==> src/rtl/jk_bank_driver_pkg.sv <==
// Shared types and constants for the JK bank driver.
// The optional bulk preset/clear path is enabled by the JKDRV_BULK_EN macro.
package jk_bank_driver_pkg;

    localparam int unsigned STATE_W = 2;
    localparam int unsigned JK_W    = 2;

    typedef enum logic [STATE_W-1:0] {
        IDLE  = 2'd0,
        DRIVE = 2'd1,
        CHECK = 2'd2
    } state_e;

    // Excitation codes are packed as {J, K}
    localparam logic [JK_W-1:0] JK_HOLD  = 2'b00;
    localparam logic [JK_W-1:0] JK_RESET = 2'b01;
    localparam logic [JK_W-1:0] JK_SET   = 2'b10;

    // Minimal excitation for one flip-flop; the toggle code is never produced
    function automatic logic [JK_W-1:0] jk_code(input logic q, input logic t);
        logic [JK_W-1:0] code;
        case ({q, t})
            2'b01:   code = JK_SET;
            2'b10:   code = JK_RESET;
            default: code = JK_HOLD;
        endcase
        return code;
    endfunction

endpackage

==> src/rtl/jk_bank_driver_if.sv <==
// Target handshake and JK bank connection bundle for jk_bank_driver.
// slave is the driver side; master is the requester plus the bank feedback.
interface jk_bank_driver_if #(
    parameter int unsigned WIDTH = 4
);
    logic             tgt_valid;
    logic             tgt_ready;
    logic [WIDTH-1:0] tgt_data;
    logic [WIDTH-1:0] q_fb;
    logic [WIDTH-1:0] j;
    logic [WIDTH-1:0] k;
    logic             preset;
    logic             clr;
    logic             busy;
    logic             done;
    logic             err;

    modport master (
        output tgt_valid, tgt_data, q_fb,
        input  tgt_ready, j, k, preset, clr, busy, done, err
    );

    modport slave (
        input  tgt_valid, tgt_data, q_fb,
        output tgt_ready, j, k, preset, clr, busy, done, err
    );
endinterface

==> src/rtl/jk_excite.sv <==
// Combinational per-bit J/K excitation from current Q and target word.
module jk_excite
    import jk_bank_driver_pkg::*;
#(
    parameter int unsigned WIDTH = 4
) (
    input  logic [WIDTH-1:0] q,
    input  logic [WIDTH-1:0] t,
    output logic [WIDTH-1:0] j_c,
    output logic [WIDTH-1:0] k_c
);

    always_comb begin
        j_c = '0;
        k_c = '0;
        for (int i = 0; i < int'(WIDTH); i++) begin
            {j_c[i], k_c[i]} = jk_code(q[i], t[i]);
        end
    end

endmodule

==> src/rtl/jk_bank_driver.sv <==
// Drives a JK flip-flop bank toward a target word, verifies it and retries.
// Define JKDRV_BULK_EN to use bank clear/preset for all-zero/all-one targets.
module jk_bank_driver
    import jk_bank_driver_pkg::*;
#(
    parameter int unsigned WIDTH     = 4,
    parameter int unsigned MAX_RETRY = 3
) (
    input  logic              clk,
    input  logic              rst_n,
    jk_bank_driver_if.slave   bus
);

    localparam int unsigned CNT_W = (MAX_RETRY < 1) ? 1 : $clog2(MAX_RETRY + 1);

    localparam logic [STATE_W-1:0] S_IDLE  = IDLE;
    localparam logic [STATE_W-1:0] S_DRIVE = DRIVE;
    localparam logic [STATE_W-1:0] S_CHECK = CHECK;

    logic [STATE_W-1:0] state_q, state_d;
    logic [WIDTH-1:0]   tgt_q, tgt_d;
    logic [CNT_W-1:0]   cnt_q, cnt_d;
    logic               ready_q, ready_d;
    logic               busy_q, busy_d;
    logic [WIDTH-1:0]   j_q, j_d;
    logic [WIDTH-1:0]   k_q, k_d;
    logic               preset_q, preset_d;
    logic               clr_q, clr_d;
    logic               done_q, done_d;
    logic               err_q, err_d;

    logic [WIDTH-1:0]   exc_t;
    logic [WIDTH-1:0]   exc_j;
    logic [WIDTH-1:0]   exc_k;
    logic [WIDTH-1:0]   drv_j;
    logic [WIDTH-1:0]   drv_k;
    logic               drv_preset;
    logic               drv_clr;

    // Fresh target while idle, captured target on retries
    assign exc_t = (state_q == S_IDLE) ? bus.tgt_data : tgt_q;

    jk_excite #(.WIDTH(WIDTH)) u_excite (
        .q   (bus.q_fb),
        .t   (exc_t),
        .j_c (exc_j),
        .k_c (exc_k)
    );

    // Drive pattern for the next DRIVE cycle
    always_comb begin
        drv_j      = exc_j;
        drv_k      = exc_k;
        drv_preset = 1'b0;
        drv_clr    = 1'b0;
`ifdef JKDRV_BULK_EN
        if (exc_t == '0) begin
            drv_j   = '0;
            drv_k   = '0;
            drv_clr = 1'b1;
        end else if (exc_t == '1) begin
            drv_j      = '0;
            drv_k      = '0;
            drv_preset = 1'b1;
        end
`endif
    end

    // State and registered outputs
    always_ff @(posedge clk or negedge rst_n) begin
        if (!rst_n) begin
            state_q  <= S_IDLE;
            tgt_q    <= '0;
            cnt_q    <= '0;
            ready_q  <= 1'b0;
            busy_q   <= 1'b0;
            j_q      <= '0;
            k_q      <= '0;
            preset_q <= 1'b0;
            clr_q    <= 1'b0;
            done_q   <= 1'b0;
            err_q    <= 1'b0;
        end else begin
            state_q  <= state_d;
            tgt_q    <= tgt_d;
            cnt_q    <= cnt_d;
            ready_q  <= ready_d;
            busy_q   <= busy_d;
            j_q      <= j_d;
            k_q      <= k_d;
            preset_q <= preset_d;
            clr_q    <= clr_d;
            done_q   <= done_d;
            err_q    <= err_d;
        end
    end

    // Next state and next output values
    always_comb begin
        state_d  = state_q;
        tgt_d    = tgt_q;
        cnt_d    = cnt_q;
        ready_d  = 1'b0;
        busy_d   = 1'b0;
        j_d      = '0;
        k_d      = '0;
        preset_d = 1'b0;
        clr_d    = 1'b0;
        done_d   = 1'b0;
        err_d    = 1'b0;

        case (state_q)
            S_IDLE: begin
                ready_d = 1'b1;
                if (bus.tgt_valid && ready_q) begin
                    tgt_d    = bus.tgt_data;
                    cnt_d    = '0;
                    state_d  = S_DRIVE;
                    ready_d  = 1'b0;
                    busy_d   = 1'b1;
                    j_d      = drv_j;
                    k_d      = drv_k;
                    preset_d = drv_preset;
                    clr_d    = drv_clr;
                end
            end
            S_DRIVE: begin
                state_d = S_CHECK;
                busy_d  = 1'b1;
            end
            S_CHECK: begin
                if (bus.q_fb == tgt_q) begin
                    state_d = S_IDLE;
                    ready_d = 1'b1;
                    done_d  = 1'b1;
                end else if (cnt_q < CNT_W'(MAX_RETRY)) begin
                    cnt_d    = cnt_q + CNT_W'(1);
                    state_d  = S_DRIVE;
                    busy_d   = 1'b1;
                    j_d      = drv_j;
                    k_d      = drv_k;
                    preset_d = drv_preset;
                    clr_d    = drv_clr;
                end else begin
                    state_d = S_IDLE;
                    ready_d = 1'b1;
                    err_d   = 1'b1;
                end
            end
            default: begin
                state_d = S_IDLE;
            end
        endcase
    end

    assign bus.tgt_ready = ready_q;
    assign bus.busy      = busy_q;
    assign bus.j         = j_q;
    assign bus.k         = k_q;
    assign bus.preset    = preset_q;
    assign bus.clr       = clr_q;
    assign bus.done      = done_q;
    assign bus.err       = err_q;

endmodule

==> src/flat_wrapper.sv <==
// flat-port wrapper written by rule: the top's interface ports become plain ports
module jk_bank_driver_flat import jk_bank_driver_pkg::*;
#(
    parameter int unsigned WIDTH     = 4,
    parameter int unsigned MAX_RETRY = 3
)
  (clk, rst_n, bus_tgt_valid, bus_tgt_data, bus_q_fb, bus_tgt_ready, bus_j, bus_k, bus_preset, bus_clr, bus_busy, bus_done, bus_err);
  jk_bank_driver_if #(.WIDTH(WIDTH)) bus_i ();
  input  logic clk;
  input  logic rst_n;
  input wire logic [$bits(bus_i.tgt_valid)-1:0] bus_tgt_valid;
  input wire logic [$bits(bus_i.tgt_data)-1:0] bus_tgt_data;
  input wire logic [$bits(bus_i.q_fb)-1:0] bus_q_fb;
  output wire logic [$bits(bus_i.tgt_ready)-1:0] bus_tgt_ready;
  output wire logic [$bits(bus_i.j)-1:0] bus_j;
  output wire logic [$bits(bus_i.k)-1:0] bus_k;
  output wire logic [$bits(bus_i.preset)-1:0] bus_preset;
  output wire logic [$bits(bus_i.clr)-1:0] bus_clr;
  output wire logic [$bits(bus_i.busy)-1:0] bus_busy;
  output wire logic [$bits(bus_i.done)-1:0] bus_done;
  output wire logic [$bits(bus_i.err)-1:0] bus_err;
  assign bus_i.tgt_valid = bus_tgt_valid;
  assign bus_i.tgt_data = bus_tgt_data;
  assign bus_i.q_fb = bus_q_fb;
  assign bus_tgt_ready = bus_i.tgt_ready;
  assign bus_j = bus_i.j;
  assign bus_k = bus_i.k;
  assign bus_preset = bus_i.preset;
  assign bus_clr = bus_i.clr;
  assign bus_busy = bus_i.busy;
  assign bus_done = bus_i.done;
  assign bus_err = bus_i.err;
  jk_bank_driver #(.WIDTH(WIDTH), .MAX_RETRY(MAX_RETRY)) u_core (.clk(clk), .rst_n(rst_n), .bus(bus_i));
endmodule
==> config.mk <==
export PLATFORM = sky130hd
export DESIGN_NAME = jk_bank_driver_flat
export DESIGN_NICKNAME = d
export VERILOG_FILES = /design/src/rtl/jk_bank_driver_pkg.sv /design/src/rtl/jk_bank_driver_if.sv /design/src/rtl/jk_excite.sv /design/src/rtl/jk_bank_driver.sv /design/src/flat_wrapper.sv
export SDC_FILE = /design/constraint.sdc
export NUM_CORES = 1
export LEC_CHECK = 0
export BUFFER_PORTS_ARGS = -buffer_cell sky130_fd_sc_hd__buf_2
export CORE_MARGIN = 2
export CORE_UTILIZATION = 45
export DETAILED_ROUTE_END_ITERATION = 6
export PLACE_DENSITY_LB_ADDON = 0.15
export REMOVE_ABC_BUFFERS = 1
export SYNTH_ARGS = -nofsm -noshare
export SYNTH_HDL_FRONTEND = slang
export SYNTH_HIERARCHICAL = 1
export SYNTH_SLANG_ARGS = --single-unit
==> constraint.sdc <==
create_clock -name clk -period 1.3 [get_ports clk]
set_input_delay 0.065 -clock clk [delete_from_list [all_inputs] [get_ports clk]]
set_output_delay 0.065 -clock clk [all_outputs]
set_load 0.02 [all_outputs]
# --- Yosys cells after proc, flatten, opt, wreduce, memory -nomap -nowiden ---
# Cells that the tools add are included.
word_totals:
  output_inout_bits: 14
  in_bits: 11
  ff_bits: 20
  word_cells: 63
op_classes:
  n_addsub: 1
  eq_ne: 14
  reduce_logical: 5
  mux: 33
  magnitude_cmp: 1
ops:
  columns: ["operator", "n"]
  rows:
  - ["$mux 4", 7]
  - ["$pmux 2 s2", 5]
  - ["$pmux 4 s2", 2]
  - ["$mux 1", 11]
  - ["$eq 2x1->1 const B", 5]
  - ["$eq 2x2->1 const B", 5]
  - ["$mux 2", 5]
  - ["$pmux 2 s3", 1]
  - ["$eq 4x4->1", 1]
  - ["$ne 2x2->1 const B", 2]
  - ["$reduce_and 4->1", 1]
  - ["$pmux 1 s3", 1]
  - ["$add 2x1->2 const B", 1]
  - ["$logic_not 2->1", 1]
  - ["$lt 2x2->1 const B", 1]
  - ["$ne 2x1->1 const B", 1]
  - ["$pmux 1 s2", 1]
  - ["$reduce_and 2->1", 1]
  - ["$reduce_bool 2->1", 1]
  - ["$logic_and 1x1->1", 1]

# --- Longest topological paths before layout ---
# Gate-level depths: netlist of run 1.
logic_depth:
  word_depth: 7
  mapped_depth: 5
  mapped_depth_nobuf: 4

# --- Cells and area by module ---
# Netlist of run 1, hierarchy kept.
modules_own_cells:
  columns: ["mod", "area_each_um2", "instances", "cells_per_inst"]
  rows:
  - ["jk_bank_driver", 875.8, 1, 67]
  - ["jk_excite", 70.1, 1, 8]

# --- Least setup slack after synthesis of run 1 ---
# Ideal clock, no wire load.
synth_timing:
  path_type: "reg2reg"
  from: "reg u_core.tgt_q[0]"
  to: "reg u_core.j_q[0], in the netlist u_core/bus.j[0]"
  setup_ps: 136
  slack_ps: -144
  arrival_time_ps: 1308
  stages_incl_launch_ff: 5
  t_required_ps: 1164
  cell_sequence: "dfrtp_1 xor2_1 o41ai_2 buf_4 a21boi_0"
synth_via:
  elab_chain_cells: 6
  word_cells_on_any_way: 9
  cone_classes: "3 x eq/ne; 6 x mux"
synth_lines:
  columns: ["element", "line", "rtl"]
  rows:
  - ["start, declared", "jk_bank_driver.sv:21", "logic [WIDTH-1:0] tgt_q, tgt_d;"]
  - ["start signal, assigned", "jk_bank_driver.sv:85", "tgt_q <= tgt_d;"]
  - ["$mux 4", "jk_bank_driver.sv:41", "assign exc_t = (state_q == S_IDLE) ? bus.tgt_data : tgt_q;"]
  - ["$eq 2x2->1 / $eq 2x1->1 (equally long branches)", "jk_bank_driver_pkg.sv:22", "case ({q, t})"]
  - ["$pmux 2 s2", "jk_bank_driver_pkg.sv:22", null]
  - ["$mux 4", "jk_bank_driver.sv:136", "end else if (cnt_q < CNT_W'(MAX_RETRY)) begin"]
  - ["$mux 4", "jk_bank_driver.sv:132", "if (bus.q_fb == tgt_q) begin"]
  - ["$pmux 4 s2 (*)", "jk_bank_driver.sv:112", "case (state_q)"]
  - ["net u_core.j_d[0]", "jk_bank_driver.sv:25", "logic [WIDTH-1:0] j_q, j_d;"]
  - ["end signal, assigned", "jk_bank_driver.sv:89", "j_q <= j_d;"]
  - ["end, declared", "jk_bank_driver.sv:25", null]
# Mark *: on every way through the listed nets, which the timed path passes. The rest lies on a longest branch.
# A chain may end at the register's enable or synchronous reset.

# --- Worst setup path in the final report of run 1 ---
layout_timing:
  from: "reg u_core.tgt_q[3]"
  to: "reg u_core.ready_q, in the netlist u_core/bus.tgt_ready"
layout_via:
  elab_chain_cells: 3
layout_lines:
  columns: ["element", "line", "rtl"]
  rows:
  - ["$eq 4x4->1", "jk_bank_driver.sv:132", null]
  - ["$mux 1", "jk_bank_driver.sv:132", null]
  - ["$pmux 1 s2", "jk_bank_driver.sv:112", null]
  - ["net u_core.ready_d", "jk_bank_driver.sv:23", "logic ready_q, ready_d;"]
  - ["end signal, assigned", "jk_bank_driver.sv:87", "ready_q <= ready_d;"]
  - ["end, declared", "jk_bank_driver.sv:23", null]
# The timed path passes the listed nets, and every way through them passes these cells.

==> summary.md, run 1 <==
| Metric | Value |
|---|---|
| Period utilisation layout | `1.114` |
| Final hold violation count | `0` |
| Clock power frac | `0.101` |
| Initial Utilization | `0.4773` |
| Post-synth ARST share | `1.000` |
| # rows | `16` |
| # port buffers | `22` |
| Crit path time final | `1.448 ns` |
| Crit-path max FO | `3` |
| Layout cells sized above 1 | `0.5982` |
| Final Util | `0.6509` |
| Worst path required time | `1.50 ns` |
| Number of synthesized flops with an enable pin | `0` |
| Clock Tree Root | `clkbuf_4` |
| Area contributors post-synth | `dfrtp_1 53%, mux2_2 9.5%, and2b_2 7.4%` |
| Fin cells | `139` |
| Initial DRC Count | `9` |
| Pwr per Cell Area | `2105 nW/um^2` |
| Detail Placement HPWL | `1167 microns` |
| Vias in the first global route | `708` |
| CTS Sinks | `20` |
| Routed Antenna Nets | `0` |
| Internal power | `0.001775 W` |
| Slew Limit Fails | `0` |
| Violated checks | `setup timing` |
| Die width | `49.85 microns` |
| Seq pwr share | `0.353` |
| GRT Util Overall | `0.1554` |
| Combinational power share | `0.547` |
| RSZ-0062 raised after global routing | `true` |
| Setup crit end kind | `flop` |
| Pre-CTS setup slack | `-0.2151 ns` |
| Htree depth | `1` |
| Pwr Total | `0.002715 W` |
| Fmax | `690.5 MHz` |
| Core footprint | `1982 sq um` |
| Initial antenna violation count | `0` |
| Reg2reg path depth | `3` |
| Commonest cells in the netlist | `20 x dfrtp_1, 8 x a21boi_0, 8 x and2b_2, 8 x mux2_2` |
| Drt via density | `4.698` |
| Switching Share | `0.3463` |
| # DRC | `0` |
| Area delta synth->final | `36.38%` |
| CTS tree | `done` |
| MaxCap Viol Count | `0` |
| Layout Nets | `126` |
| N_diodes | `0` |
| Chip height | `49.85 microns` |
| CTS Buf Count | `3` |
| Largest net degree at the start of global routing | `21` |
| Final GP Congestion | `0.7829` |
| Yosys warning count | `6` |
| Area of the mapped netlist | `945.9 sq um` |
| Grt ovf | `0` |
| Synthesized flop and latch total | `20` |
| Setup Skew | `0.0005002 ns` |
| VDD IR max | `0.001294 V` |
| Area share of the leading cell type in the synthesized netlist | `0.5291` |
| Worst Hold Path Cells | `2` |
| Most common cell in the netlist | `dfrtp_1` |
| Fill count | `160` |
| Critical path launch point type | `flop` |
| Worst setup margin | `-0.1482 ns` |
| Clock transition at path regs | `0.10 ns` |
| Synth cell types | `21` |
| TritonRoute pass-1 iters | `4` |
| Critical path class | `flop to flop` |
| Fin Setup TNS | `-1.581 ns` |
| Synth Instances | `75` |
| Top FF cell, synth | `dfrtp_1` |
| Register area share after synthesis | `0.5291` |
| Clk_lat worst skew | `0.28 ns` |
| Crit path DAT | `1.65 ns` |
| DIE AREA | `2485 sq um` |
| # IOs | `25` |
| Net Sw Power | `0.0009401 W` |
| CTS Buffer Depth | `2` |
| Via count | `653` |
| Drt total wl | `1638 microns` |
| Post-synth top area cell | `dfrtp_1` |
| WL/cell | `11.78 microns` |
| Final setup viols | `19` |
| Run status | `complete, but fails checks` |
| Class of the worst hold path | `input port to flop` |
| Placed cell count | `132` |
| First-pass GRT wire length | `2946 microns` |
| Leakage | `0.6791 nW` |
| Post-synthesis average cell area | `12.61 sq um` |
-- placed cells by master (no fill, tap or decap) --
cell type	instances
a21boi_0	3
a21boi_1	3
a21boi_2	2
a311oi_2	1
and2b_2	8
and4b_1	1
buf_2	22
buf_4	11
buf_6	4
clkbuf_4	3
conb_1	2
dfrtp_1	20
dlygate4sd3_1	1
ha_1	1
inv_1	3
mux2_2	4
mux2_4	4
mux2i_1	2
nand2_1	4
nand2b_1	1
nand3_1	1
nand4bb_4	1
nor2_1	1
nor2_2	1
nor3b_2	2
o41ai_2	1
or4_4	1
xor2_1	2
xor2_2	2
-- power groups by stage --
stage | combinational [W] | clock [W] | sequential [W]
after floorplan | 0.000623 | 0 | 0.00109
after global placement | 0.00123 | 0 | 0.000941
after detailed placement | 0.00126 | 0 | 0.000949
after CTS | 0.00148 | 0.000288 | 0.000957
after global routing | 0.00162 | 0.000329 | 0.000981
final | 0.00148 | 0.000273 | 0.000957
-- critical path, stage by stage (launching register included) --
cell and delay, ns:
dfrtp_1 0.42, xor2_2 0.16, or4_4 0.57, a311oi_2 0.21
-- final cells by class --
cell class | instances | area [sq um] | share of cell area
inverter | 3 | 11.26 | 0.008729
sequential | 20 | 500.5 | 0.3880
multi-input combinational | 48 | 474.2 | 0.3676
tap | 27 | 33.78 | 0.02619
clock buffer | 3 | 22.52 | 0.01746
timing repair buffer | 38 | 247.7 | 0.1920
-- cells by family (layout without fill, tap and decap cells) --
kind of cell,after synthesis,count (layout),synth area share
xor+xnor,4,4,0.03703
buf+inv,8,44,0.04365
simple gates,21,21,0.1600
flops,20,20,0.5291
compound gates,10,10,0.09656
mux,10,10,0.1164
other cells,1,2,0.003964
fa+ha+maj,1,1,0.01323
-- routing by layer --
layer / part of all wire / vias to the layer above / track usage
met5: 0 / - / 0
met1: 0.47 / 308 / 0.1897
met4: 0.0085 / 0 / 0.04167
li1: - / 326 / -
met3: 0.038 / 2 / 0.02727
met2: 0.49 / 17 / 0.2800
-- registers in the layout (all words and copies together), names as in the netlist --
signal / flops
u_core/bus.tgt_ready: 1
u_core/tgt_q: 4
u_core/state_q: 2
u_core/bus.j: 4
u_core/bus.k: 4
u_core/bus.busy: 1
u_core/bus.err: 1
u_core/cnt_q: 2
u_core/bus.done: 1
-- worst paths after layout --
path	start	slack, ns	end
hold / removal	bus_tgt_data[3]	0.02	u_core/tgt_q[3]
max in group asynchronous	rst_n	0.76	u_core/bus.k[3]
setup reg to reg	u_core/tgt_q[3]	-0.15	u_core/bus.tgt_ready
setup / recovery	u_core/tgt_q[3]	-0.15	u_core/bus.tgt_ready
hold reg to reg	u_core/cnt_q[0]	0.49	u_core/cnt_q[0]
min in group asynchronous	rst_n	0.24	u_core/bus.err
-- stage by stage --
step | hold WS, ns | cell area [sq um]
CTS | 0.009743 | 1285
detailed placement | 0.03486 | 1154
finish | 0.01927 | 1290
floorplan | -0.2306 | 919.6
global placement | 0.03079 | 1154
global route | 0.005744 | 1290
-- timing repair --
action	CTS	global route
hold buffers	1	0
hold endpoints to repair	20	0
pin swaps	6	2
endpoints found under the setup margin	19	19
gates resized for setup	19	2
setup buffers	3	0
Power figures use the tool's default switching activity.
==> inputs of run 2 (changes only) <==
==> constraint.sdc (replaced) <==
create_clock -name clk -period 1.3 [get_ports clk]
set_input_delay 0.26 -clock clk [delete_from_list [all_inputs] [get_ports clk]]
set_output_delay 0.26 -clock clk [all_outputs]
set_load 0.02 [all_outputs]
==> summary.md, run 2 (synthesis results as in run 1) <==
| Metric | Value |
|---|---|
| Run status | `complete, but fails checks` |
| Violated checks | `setup timing` |
| Largest net degree at the start of global routing | `21` |
| RSZ-0062 raised after global routing | `true` |
| Htree depth | `1` |
| Crit-path max FO | `3` |
| Sequential Area | `501.7 sq um` |
| GRT Util Overall | `0.1947` |
| Final hold violation count | `0` |
| Most frequent cells in the layout | `23 x buf_2, 20 x buf_4, 19 x dfrtp_1` |
| Critical path class | `flop to flop` |
| Area delta synth->final | `55.69%` |
| Commonest non-fill, non-tap cell in the layout | `buf_2` |
| WP buf/inv | `0` |
| Crit path DAT | `1.68 ns` |
| WL/cell | `13.57 microns` |
| Final setup viols | `19` |
| Clk_lat worst skew | `0.29 ns` |
| Area of the multi-input gates | `535.5 sq um` |
| Worst path required time | `1.49 ns` |
| CTS Sinks | `20` |
| Critical path launch point type | `flop` |
| Class of the worst hold path | `input port to flop` |
| Fmax | `674.9 MHz` |
| Pwr per Cell Area | `2213 nW/um^2` |
| CP delay by family, top | `simple AND/OR/NAND/NOR gates` |
| Leakage | `0.7556 nW` |
| First-pass GRT wire length | `3594 microns` |
| Hold slack | `0.2152 ns` |
| Detail Placement HPWL | `1280 microns` |
| N_diodes | `0` |
| Vias in the first global route | `812` |
| Setup crit end kind | `flop` |
| Initial DRC Count | `4` |
| Pwr Total | `0.003259 W` |
| # DRC | `0` |
| MaxCap Viol Count | `0` |
| Grt ovf | `0` |
| CTS tree | `done` |
| Initial antenna violation count | `0` |
| TritonRoute pass-1 iters | `4` |
| Worst setup margin | `-0.1816 ns` |
| Drt via density | `4.667` |
| Layout Nets | `139` |
| Chip height | `49.85 microns` |
| # rows | `16` |
| Crit path time final | `1.482 ns` |
| Period utilisation layout | `1.140` |
| Routed Antenna Nets | `0` |
| Setup Skew | `0.005739 ns` |
| Critical path, cell by cell | `xor2_2 -> or4_4 -> and4b_1` |
| VDD IR max | `0.001389 V` |
| Initial Utilization | `0.4773` |
| Core footprint | `1982 sq um` |
| Fill count | `147` |
| CTS Buf Count | `3` |
| Clock Tree Root | `clkbuf_4` |
| CTS Buffer Depth | `2` |
| Slew Limit Fails | `0` |
| Layout cells sized above 1 | `0.7143` |
| Crit-path max cell delay | `0.58 ns` |
| Drt total wl | `2076 microns` |
| # port buffers | `22` |
| DIE AREA | `2485 sq um` |
| Crit-path slowest cell | `or4_4` |
| Die width | `49.85 microns` |
| # IOs | `25` |
| Final GP Congestion | `0.7725` |
| Clock transition at path regs | `0.11 ns` |
| Pre-CTS setup slack | `-0.2555 ns` |
| Via count | `714` |
==> run 2: cell types whose count changed in the layout (fill, tap and decap cells not counted), sizes merged <==
cell,delta
buf,+13
clkbuf,+1
==> run 2: cell type report <==
type / count / share of cell area
clock buffers: 4 / 0.02464
repair buffers: 51 / 0.2404
well taps: 27 / 0.02294
flip-flops and latches: 20 / 0.3407
inverters: 3 / 0.007647
multi-input cells: 48 / 0.3636
==> run 2: timing repair <==
action,CTS,global route
endpoints found under the hold margin,20,0
gates resized for setup,35,4
buffers inserted,11,4
setup endpoints to repair,19,19
pin swaps,9,0
cloned,1,0
hold buffers,1,0
==> run 2: worst reg2reg max path, stage by stage, from the launching register on <==
cell     delay, ns
dfrtp_1       0.42
xor2_2        0.18
or4_4         0.58
and4b_1       0.20
==> run 2: where the power goes <==
part           leakage, nW  internal [W]  switching, W
clock               0.0210      0.000171      0.000180
sequential           0.259      0.000834      0.000144
combinational        0.476       0.00111      0.000824
total                0.756       0.00211       0.00115
==> run 2: final timing paths <==
check	start	end	slack (ns)	cells after the start
worst max-delay path	u_core/tgt_q[2]	u_core/bus.err	-0.18	3
worst min-delay path	bus_tgt_data[1]	u_core/tgt_q[1]	0.22	2
worst max register to register	u_core/tgt_q[2]	u_core/bus.err	-0.18	3
worst min register to register	u_core/state_q[0]	u_core/bus.tgt_ready	0.66	2
max in group asynchronous	rst_n	u_core/state_q[1]	0.53	2
min in group asynchronous	rst_n	u_core/bus.tgt_ready	0.43	2
==> run 2: metal layers <==
layer,vias to the layer above,global-route usage,routed length (microns)
met1,344,0.2147,869
li1,351,-,-
met2,17,0.3756,1111
met4,0,0.04167,8
met3,2,0.04242,87
met5,-,0,0
==> run 2: stage by stage <==
step | instance area [sq um] | util | setup TNS (ns) | cells
final | 1473 | 0.7431 | -2.053 | 153
after global routing | 1473 | 0.7431 | -2.893 | 153
after CTS | 1428 | 0.7203 | -1.655 | 149
after detailed placement | 1154 | 0.5821 | -3.034 | 132
after global placement | 1154 | 0.5821 | -2.676 | 132
after floorplan | 919.6 | - | -4.399 | 71
==> inputs of run 3 (changes only) <==
--- a/config.mk
+++ b/config.mk
@@ -5,9 +5,10 @@
 export SDC_FILE = /design/constraint.sdc
 export NUM_CORES = 1
 export LEC_CHECK = 0
+export ABC_AREA = 1
 export BUFFER_PORTS_ARGS = -buffer_cell sky130_fd_sc_hd__buf_2
 export CORE_MARGIN = 2
-export CORE_UTILIZATION = 45
+export CORE_UTILIZATION = 46
 export DETAILED_ROUTE_END_ITERATION = 6
 export PLACE_DENSITY_LB_ADDON = 0.15
 export REMOVE_ABC_BUFFERS = 1
==> summary.md, run 3 <==
| Metric | Value |
|---|---|
| Most common cell in the netlist | `nand2_1` |
| Critical path launch point type | `flop` |
| Fmax | `817.5 MHz` |
| Final setup viols | `0` |
| Clk_lat worst skew | `0.29 ns` |
| Chip height | `50.39 microns` |
| Net Sw Power | `0.001071 W` |
| Switching Share | `0.4097` |
| Flop2flop setup slack | `0.08 ns` |
| Most frequent cells in the layout | `22 x buf_2, 22 x nand2_1, 20 x dfrtp_1` |
| Leakage | `0.7004 nW` |
| N_diodes | `0` |
| Number of synthesized flops with an enable pin | `0` |
| # port buffers | `22` |
| DIE AREA | `2539 sq um` |
| Area of the multi-input gates | `406.6 sq um` |
| Detail Placement HPWL | `1222 microns` |
| Post-synthesis average cell area | `8.837 sq um` |
| Clock power frac | `0.107` |
| Grt ovf | `0` |
| CTS Buf Count | `3` |
| Drt total wl | `1779 microns` |
| Setup crit end kind | `flop` |
| Synthesized flop and latch total | `20` |
| Die width | `50.39 microns` |
| Final GP Congestion | `0.7399` |
| First-pass GRT wire length | `2760 microns` |
| Yosys warning count | `6` |
| Layout cells sized above 1 | `0.3617` |
| Post-synth ARST share | `1.000` |
| Fin cells | `168` |
| Core footprint | `2002 sq um` |
| Final hold violation count | `0` |
| Area of the mapped netlist | `989.7 sq um` |
| TritonRoute pass-1 iters | `4` |
| MaxCap Viol Count | `0` |
| GRT Util Overall | `0.1433` |
| Slew Limit Fails | `0` |
| CTS Buffer Depth | `2` |
| Initial DRC Count | `14` |
| Clock transition at path regs | `0.11 ns` |
| CTS tree | `done` |
| # IOs | `25` |
| Seq pwr share | `0.360` |
| Commonest cells in the netlist | `22 x nand2_1, 20 x dfrtp_1, 15 x inv_1` |
| Crit path DAT | `1.44 ns` |
| WL/cell | `10.59 microns` |
| Period utilisation layout | `0.9410` |
| Top FF cell, synth | `dfrtp_1` |
| Initial Utilization | `0.4944` |
| Setup Skew | `0.006838 ns` |
| Run status | `completed` |
| Clock Tree Root | `clkbuf_4` |
| RSZ-0062 raised after global routing | `true` |
| Register area share after synthesis | `0.5057` |
| Via count | `778` |
| Area contributors post-synth | `dfrtp_1 51%, nand2_1 8.3%, a21boi_2 6.8%` |
| Class of the worst hold path | `input port to flop` |
| Drt via density | `4.631` |
| Pwr per Cell Area | `2097 nW/um^2` |
| Combinational power share | `0.534` |
| Area share of the leading cell type in the synthesized netlist | `0.5057` |
| # rows | `16` |
| Htree depth | `1` |
| Routed Antenna Nets | `0` |
| Synth Instances | `112` |
| Sequential Area | `500.5 sq um` |
| Initial antenna violation count | `0` |
| Crit path time final | `1.223 ns` |
| Area delta synth->final | `25.92%` |
| Placed cell count | `160` |
| Worst path required time | `1.51 ns` |
| CTS Sinks | `20` |
| Layout Nets | `155` |
| Synth cell types | `19` |
| Fill count | `169` |
| Post-synth top area cell | `dfrtp_1` |
| Critical path class | `flop to flop` |
| Hold slack | `0.2389 ns` |
| Worst setup margin | `0.07669 ns` |
| Crit-path max FO | `10` |
| VDD IR max | `0.001082 V` |
| Largest net degree at the start of global routing | `21` |
| Pre-CTS setup slack | `0.0007868 ns` |
| Vias in the first global route | `672` |
| # DRC | `0` |
| Internal power | `0.001543 W` |
-- run 3: metal layers --
layer,track usage,vias up,wire length (microns)
met5,0,-,0
met4,0.04054,0,0
met3,0.02679,0,109
met2,0.2522,26,889
met1,0.1785,352,780
li1,-,400,-
-- run 3: layout make-up --
type                       count  area share
sequential                    20      0.4016
multi-input combinational     70      0.3263
timing repair buffer          30      0.1727
inverter                      18     0.05422
tap                           27     0.02711
clock buffer                   3     0.01807
-- run 3: worst max-delay path, stage by stage, from the launching register on --
cell	delay [ns]
dfrtp_1	0.44
nor2_4	0.16
buf_12	0.13
nand3_4	0.09
clkbuf_16	0.19
a21oi_1	0.14
-- run 3: kinds of logic after synthesis --
group	count (synthesis)	share of synthesized area
AO/OA/AOI/OAI	17	0.1289
AND/OR/NAND/NOR	50	0.2351
buffers and inverters	23	0.1138
other	1	0.003789
adder cells (fa/ha/maj)	1	0.01264
flip-flops	20	0.5057
-- run 3: metrics by stage --
| stage | setup TNS, ns | power [W] | util | instance area (sq um) |
|---|---|---|---|---|
| 5_1_grt | -0.02471 | 0.002814 | 0.6225 | 1246 |
| 4_1_cts | 0 | 0.002351 | 0.5819 | 1165 |
| 2_1_floorplan | -2.385 | 0.001719 | - | 948.4 |
| 6_report | 0 | 0.002613 | 0.6225 | 1246 |
| 3_3_place_gp | 0 | 0.002033 | 0.5631 | 1127 |
| 3_5_place_dp | 0 | 0.002059 | 0.5631 | 1127 |
-- run 3: worst paths after layout --
check	cells after the start	endpoint	start
worst max-delay path	5	u_core/tgt_q[2]	u_core/state_q[1]
worst max register to register	5	u_core/tgt_q[2]	u_core/state_q[1]
max in group asynchronous	2	u_core/bus.j[2]	rst_n
worst min register to register	2	u_core/cnt_q[1]	u_core/cnt_q[1]
worst min-delay path	3	u_core/tgt_q[1]	bus_tgt_data[1]
min in group asynchronous	2	u_core/bus.tgt_ready	rst_n
-- run 3: power by group through the flow --
stage | logic (W) | registers, W | clock network (W)
after floorplan | 0.000651 | 0.00107 | 0
after global placement | 0.00109 | 0.000941 | 0
after detailed placement | 0.00111 | 0.000946 | 0
after CTS | 0.00113 | 0.000932 | 0.000289
after global routing | 0.00155 | 0.000958 | 0.000308
final | 0.00140 | 0.000940 | 0.000278
-- run 3: repair_timing --
item                                    CTS  global route
endpoints found under the hold margin    20             0
hold buffers                              1             0
resized for setup                         1            11
endpoints found under the setup margin    2            12
setup buffers                             0             3
cloned                                    0             1
pin swaps                                 0             1
